## src/rtl/microwave_bcd_timer.sv

```systemverilog
// rtl/microwave_bcd_timer.sv - three-digit BCD microwave countdown timer with keypad shift-in entry
// Optional QUICK_ADD_EN adds an add30 strobe that adds 30 s (saturating at 9:59).
module microwave_bcd_timer #(
  parameter int unsigned TICK_DIV = 100000000
) (
  input  logic       clk,
  input  logic       reset,
  input  logic       digit_valid,
  input  logic [3:0] digit,
  input  logic       start,
  input  logic       stop,
  input  logic       clear,
  input  logic       door_closed,
`ifdef QUICK_ADD_EN
  input  logic       add30,
`endif
  output logic [3:0] sec_ones,
  output logic [3:0] sec_tens,
  output logic [3:0] mins,
  output logic       running,
  output logic       done
);

  localparam int PW = $clog2(TICK_DIV);

  typedef enum logic [1:0] {IDLE, RUN, PAUSE} state_t;

  state_t        state;
  logic [PW-1:0] presc;
  logic [11:0]   cur_t;
  logic [11:0]   run_t;
  logic          tick;

  assign cur_t = {mins, sec_tens, sec_ones};
  assign tick  = (presc == PW'(TICK_DIV - 1));

  // Borrow chain: seconds wrap 0->9, tens wrap 0->5, so entered tens above 5 just count down.
  function automatic logic [11:0] bcd_dec(input logic [11:0] t);
    logic [3:0] m, s10, s1;
    {m, s10, s1} = t;
    if (s1 != 4'd0) begin
      s1 = s1 - 4'd1;
    end else begin
      s1 = 4'd9;
      if (s10 != 4'd0) begin
        s10 = s10 - 4'd1;
      end else begin
        s10 = 4'd5;
        m   = m - 4'd1;
      end
    end
    return {m, s10, s1};
  endfunction

`ifdef QUICK_ADD_EN
  logic [11:0] add_t;

  // Unnormalised tens (e.g. 0:75) fold into minutes first so the +3 carry stays single-step.
  function automatic logic [11:0] bcd_add30(input logic [11:0] t);
    logic [4:0] m;
    logic [3:0] s10;
    m   = {1'b0, t[11:8]};
    s10 = t[7:4];
    if (s10 > 4'd5) begin
      s10 = s10 - 4'd6;
      m   = m + 5'd1;
    end
    s10 = s10 + 4'd3;
    if (s10 > 4'd5) begin
      s10 = s10 - 4'd6;
      m   = m + 5'd1;
    end
    if (m > 5'd9) return 12'h959;
    return {m[3:0], s10, t[3:0]};
  endfunction

  assign add_t = bcd_add30(cur_t);
`endif

  // Time loaded while counting; an add30 coinciding with a tick is applied before the decrement.
  always_comb begin
    run_t = tick ? bcd_dec(cur_t) : cur_t;
`ifdef QUICK_ADD_EN
    if (add30) run_t = tick ? bcd_dec(add_t) : add_t;
`endif
  end

  always_ff @(posedge clk or posedge reset) begin
    if (reset) begin
      state                        <= IDLE;
      {mins, sec_tens, sec_ones}   <= 12'h000;
      presc                        <= '0;
      running                      <= 1'b0;
      done                         <= 1'b0;
    end else begin
      done <= 1'b0;
      if (clear) begin
        state                      <= IDLE;
        {mins, sec_tens, sec_ones} <= 12'h000;
        presc                      <= '0;
        running                    <= 1'b0;
      end else begin
        case (state)
          IDLE: begin
            if (start && door_closed && (cur_t != 12'h000)) begin
              state   <= RUN;
              presc   <= '0;
              running <= 1'b1;
            end
`ifdef QUICK_ADD_EN
            else if (add30) begin
              {mins, sec_tens, sec_ones} <= add_t;
              if (door_closed) begin
                state   <= RUN;
                presc   <= '0;
                running <= 1'b1;
              end
            end
`endif
            else if (digit_valid && (digit <= 4'd9)) begin
              {mins, sec_tens, sec_ones} <= {sec_tens, sec_ones, digit};
            end
          end
          RUN: begin
            if (!door_closed || stop) begin
              state   <= PAUSE;
              running <= 1'b0;
            end else begin
              presc                      <= tick ? '0 : presc + PW'(1);
              {mins, sec_tens, sec_ones} <= run_t;
              if (tick && (run_t == 12'h000)) begin
                state   <= IDLE;
                running <= 1'b0;
                done    <= 1'b1;
              end
            end
          end
          PAUSE: begin
            if (start && door_closed) begin
              state   <= RUN;
              presc   <= '0;
              running <= 1'b1;
            end
`ifdef QUICK_ADD_EN
            else if (add30) begin
              {mins, sec_tens, sec_ones} <= add_t;
            end
`endif
          end
          default: state <= IDLE;
        endcase
      end
    end
  end

endmodule

```

## config.mk

```make
export PLATFORM = sky130hd
export DESIGN_NAME = microwave_bcd_timer
export DESIGN_NICKNAME = d
export VERILOG_FILES = /design/src/rtl/microwave_bcd_timer.sv
export SDC_FILE = /design/constraint.sdc
export NUM_CORES = 1
export LEC_CHECK = 0
export ABC_AREA = 1
export BUFFER_PORTS_ARGS = -buffer_cell sky130_fd_sc_hd__buf_2
export CORE_ASPECT_RATIO = 1.1
export CORE_UTILIZATION = 45
export DETAILED_ROUTE_END_ITERATION = 7
export HOLD_SLACK_MARGIN = 0.12
export PLACE_DENSITY_LB_ADDON = 0.3
export SLEW_MARGIN = 20
export SYNTH_ARGS = -nofsm -noshare
export SYNTH_HDL_FRONTEND = slang
export SYNTH_SLANG_ARGS = --single-unit
```

## constraint.sdc

```tcl
create_clock -name clk -period 3.8 [get_ports clk]
set_clock_uncertainty 0.15 [all_clocks]
set_input_delay 0.57 -clock clk [delete_from_list [all_inputs] [get_ports clk]]
set_output_delay 0.57 -clock clk [all_outputs]
set_load 0.02 [all_outputs]
```

== Word level (Yosys, flattened, before mapping) ==
Cells that the tools add are included.

* Register bits after elaboration: 43
* Bits of input ports: 11
* Output and inout bits: 14
* Word-level logic and storage cells: 81

* Add/sub/neg operators: 4
* Magnitude comparators: 1
* Equal/unequal tests: 9
* Multiplexer cells: 43
* Reductions and logical operators: 17

{| class="wikitable"
|+ Operators with widths
! operator !! number
|-
| $mux W27 || 5
|-
| $pmux W27 S3 || 1
|-
| $mux W4 || 17
|-
| $add A27 B1 Y27 const B || 1
|-
| $eq A27 B27 Y1 const B || 1
|-
| $pmux W4 S2 || 3
|-
| $ne A3 B3 Y1 const B || 5
|-
| $logic_not A12 Y1 || 1
|-
| $mux W12 || 1
|-
| $reduce_and A4 Y1 || 3
|-
| $reduce_bool A12 Y1 || 1
|-
| $reduce_bool A4 Y1 || 3
|-
| $sub A4 B1 Y4 const B || 3
|-
| $mux W2 || 5
|-
| $mux W1 || 9
|-
| $pmux W2 S3 || 1
|-
| $le A4 B4 Y1 const B || 1
|-
| $logic_and A1 B1 Y1 || 4
|-
| $ne A4 B4 Y1 const B || 1
|-
| $pmux W1 S3 || 1
|-
| $reduce_and A3 Y1 || 1
|-
| $reduce_bool A3 Y1 || 1
|-
| $eq A2 B1 Y1 const B || 1
|-
| $eq A2 B2 Y1 const B || 1
|-
| other kinds (3) || 3
|}

== Depth between registers and ports, before layout ==
* Word-level depth: 10
* Depth in mapped cells: 16
* Depth with buffers taken out: 16

== Worst setup path before layout ==
No wires, ideal clock.

* Path type: reg2reg
* Start: reg mins[0]
* End: reg presc[5]
* Setup time: 0.120 ns
* Data arrival time: 1.757 ns
* Data required time: 3.530 ns
* Setup slack: 1.774 ns
* Stages on the path, launching flop included: 12
* Buffers on the path: 1
* Clock period less this slack: 2.026 ns
* Path through: dfrtp_1 -> inv_1 -> ha_1 -> nor3b_1 -> nand3_2 -> o21ai_2 -> inv_2 -> nand2_4 -> buf_4 -> nor2_1 -> o21ai_0 -> inv_1

* Cells in the longest elaborated chain, start to end: 4

{| class="wikitable"
|+ Ends and longest elaborated chain
! what !! line !! RTL
|-
| start: declaration || 19 || <nowiki>output logic [3:0] mins,</nowiki>
|-
| start signal: assignment || 121 || <nowiki>{mins, sec_tens, sec_ones} <= {sec_tens, sec_ones, digit};</nowiki>
|-
| start signal: assignment || 130 || <nowiki>{mins, sec_tens, sec_ones} <= run_t;</nowiki>
|-
| $reduce_bool A12 Y1 || 105 || <nowiki>if (start && door_closed && (cur_t != 12'h000)) begin</nowiki>
|-
| $logic_and A1 B1 Y1 || 105 ||
|-
| $ne A3 B3 Y1 (no source line) || - ||
|-
| $reduce_and A4 Y1 (no source line) || - ||
|-
| end signal: assignment || 129 || <nowiki>presc <= tick ? '0 : presc + PW'(1);</nowiki>
|-
| end: declaration || 29 || <nowiki>logic [PW-1:0] presc;</nowiki>
|}

Every way passes these cells.
A chain may end at the register's enable or synchronous reset.

== Final worst setup path ==
* Start: reg state[1]
* End: reg presc[21]

* Cells in the longest elaborated chain, start to end: 3
* Elaborated cells on any way between the ends: 10

{| class="wikitable"
|+ Ends and longest elaborated chain
! what !! line !! RTL
|-
| start: declaration || 28 || <nowiki>state_t state;</nowiki>
|-
| start signal: assignment || 90 || <nowiki>state <= IDLE;</nowiki>
|-
| start signal: assignment || 98 || <nowiki>state <= IDLE;</nowiki>
|-
| start signal: assignment || 106 || <nowiki>state <= RUN;</nowiki>
|-
| $eq A2 B1 Y1 (tied with other cells) || 103 || <nowiki>case (state)</nowiki>
|-
| $ne A3 B3 Y1 (no source line) (tied with other cells) || - ||
|-
| $reduce_and A4 Y1 (no source line) / $mux W27 (equally long branches) || - ||
|}

Several ways; a longest one is shown, not always the timed one.

==> impl_metrics.yaml <==
status:
  status: "finished clean"
timing:
  fin_crit_ns: 2.52
  fin_hold_ws_ns: 0.242
  finalHoldViolCount: 0
  setup_viol: 0
  rsz0062_at_grt: "no"
  fmax_mhz: 397
  slew_viol_final: 0
  worst_pin_slew_ns: 0.546
  min_period_over_period_pct: 66.3
  setup-tns-final_ns: 0
  timing.slew.headroom_pct: 63.6
  setup_ws_ns: 1.28
cells_and_area:
  area.growth.synth_to_final_pct: 8.27
  layout.cells.non_filler: 560
  final_layout_size_suffix_gt1_share_pct: 17.4
  final_area_sq_um: 3410
  fin_util_pct: 51.1
  diodes: 0
  fin_nets: 492
cts:
  clkSlewWorstSetupHoldPaths_ns: 0.08
  numCtsBuffers: 5
  cts_setup_buffers: 0
  cts_buffer_depth: 2
  numClockSinks: 43
  clk_latency_ns: 0.30
  holdBufCountCts: 0
  htree_levels: 2
  cts_resized: 0
  cts_tree: "built"
  root_buffer: "clkbuf_8"
floorplanning:
  core_area_sq_um: 6670
  die_x_um: 81.7
  initial_core_util_pct: 47.2
  die_y_um: 89.7
  dieArea_sq_um: 7330
  rows: 31
  io_pins: 25
synthesis:
  syn_nets: 468
  ys_seq_elements: 43
  synth.avg_cell_area_sq_um: 6.93
  netlist_instances: 454
  ys.flop_type: "dfrtp_1"
  ys_types: 43
  synth_area_sq_um: 3150
  synth-edff-count: 0
  async_reset_ff_share_pct: 100
  yosysWarnings: 0
  ys_seq_area_share_pct: 34.2
worst_setup_path:
  r2r-start: "state[1]"
  path_cells: "nor2_2 -> inv_2 -> nor2_2 -> inv_2 -> nor2_1 -> nor2_1 -> nand2_4 -> nor2_4 -> inv_1 -> o21ai_0 -> a21oi_1"
  slowest_delay_ns: 0.42
  crit_fanout: 24
  end_kind: "register"
  cp.arrival_ns: 2.58
  crit_slowest_cell: "dfrtp_1"
  start_kind: "register"
  path_class: "reg -> reg"
  required_ns: 3.86
  rrSetupSlack_ns: 1.28
  startpoint: "state[1]"
global_route:
  grt_pass1_wl_um: 13000
  grt_use_total_pct: 22.6
  grt_antenna_before_repair: 0
  grt_overflow_total: 0
  grt_pass1_vias: 2847
  grt_max_degree: 44
placement:
  portBuffers: 24
  placed_area_sq_um: 3320
  post-place-ws_ns: 1.31
  dp_hpwl_um: 5990
  place_congestion: 0.902
  placed_cells: 553
detailed_routing:
  ant_nets: 0
  drtIter0Drc: 156
  routed_via_density: 5.40
  wirelength_um: 7840
  num_vias: 3026
  dr.pass1.iters: 5
  drc: 0
  routedWlPerCell_um: 14.0
power:
  p_leak_nw: 1.58
  total_power_mw: 1.61
  powerDensity_nw_per_um2: 472
  vdd_drop_max_uv: 254
hold_path:
  hold_path_class: "in -> async"
flow_run:
  cap_viol_max_count: 0
==> per-layer routing <==
layer	part of all wire (%)	up-vias	track usage [%]
li1	-	1519	-
met1	44	1404	27.7
met2	49	88	38.4
met3	4.2	15	2.84
met4	2.4	0	10.2
met5	0	-	0
==> registers in the layout, indices dropped and copies added, names as in the netlist <==
register / count
mins: 4
sec_ones: 4
presc: 27
running: 1
done: 1
state: 2
sec_tens: 4
==> critical path: cells and delay by family, from the launching register on <==
family | cells | cell delay (ns)
buffers and inverters | 3 | 0.45
AND/OR/NAND/NOR | 6 | 1.16
AO/OA/AOI/OAI | 2 | 0.25
flip-flops | 1 | 0.42
==> layout make-up <==
| class | instances | area, sq um |
|---|---|---|
| clock buffers | 6 | 82.6 |
| clock inverters | 1 | 5.00 |
| multi-input cells | 339 | 1770 |
| well taps | 82 | 103 |
| repair buffers | 25 | 128 |
| flip-flops and latches | 43 | 1080 |
| fillers | 674 | 3260 |
| inverters | 64 | 240 |
==> cell usage after synthesis (all sizes together), types with 2 or more instances <==
| cell type | n | area, sq um |
|---|---|---|
| a21oi | 21 | 116 |
| a31oi | 2 | 12.5 |
| buf | 5 | 46.3 |
| clkbuf | 3 | 11.3 |
| clkinv | 2 | 7.51 |
| dfrtp | 43 | 1080 |
| ha | 3 | 37.5 |
| inv | 62 | 233 |
| nand2 | 124 | 498 |
| nand3 | 26 | 165 |
| nand3b | 2 | 15.0 |
| nand4 | 9 | 56.3 |
| nor2 | 74 | 368 |
| nor3 | 16 | 90.1 |
| nor3b | 2 | 20.0 |
| nor4 | 4 | 40.0 |
| o211ai | 2 | 15.0 |
| o21a | 2 | 15.0 |
| o21ai | 30 | 154 |
| o22ai | 9 | 56.3 |
| xor2 | 6 | 52.6 |
==> power breakdown <==
part | internal, mW | switching [mW] | total, mW
sequential | 0.507 | 0.0780 | 0.585
clock | 0.143 | 0.151 | 0.294
combinational | 0.220 | 0.510 | 0.730
total | 0.869 | 0.739 | 1.61
==> cells by family (layout without fill, tap and decap cells) <==
logic type / count (synthesis) / count (layout) / synth area share (%)
AOI/OAI and AO/OA: 72 / 72 / 13.4
xor gates and xnor gates: 7 / 7 / 1.95
adders and majority gates: 3 / 3 / 1.19
buffers and inverters: 72 / 96 / 9.46
DFF: 43 / 43 / 34.2
and+or+nand+nor: 257 / 257 / 39.8
==> final timing paths <==
path,endpoint,depth (start not counted)
max,presc[21],11
min,presc[2],3
max reg2reg,presc[21],11
min reg2reg,running,2
max in group asynchronous,mins[1],3
min in group clk,running,2
==> cell usage in the layout (no fill, tap or decap), types with 7 or more instances in the layout <==
master     n
nand4_1    9
o21ai_0   25
nor2_4     9
a21oi_1   18
nor2_2     9
buf_2     24
nor3_1    14
nand3_1   22
nor2_1    56
nand2_1  115
o22ai_1    9
dfrtp_1   43
inv_2     11
inv_1     50
nand2_2    7
Note: power is estimated with default switching activity, not from simulation.
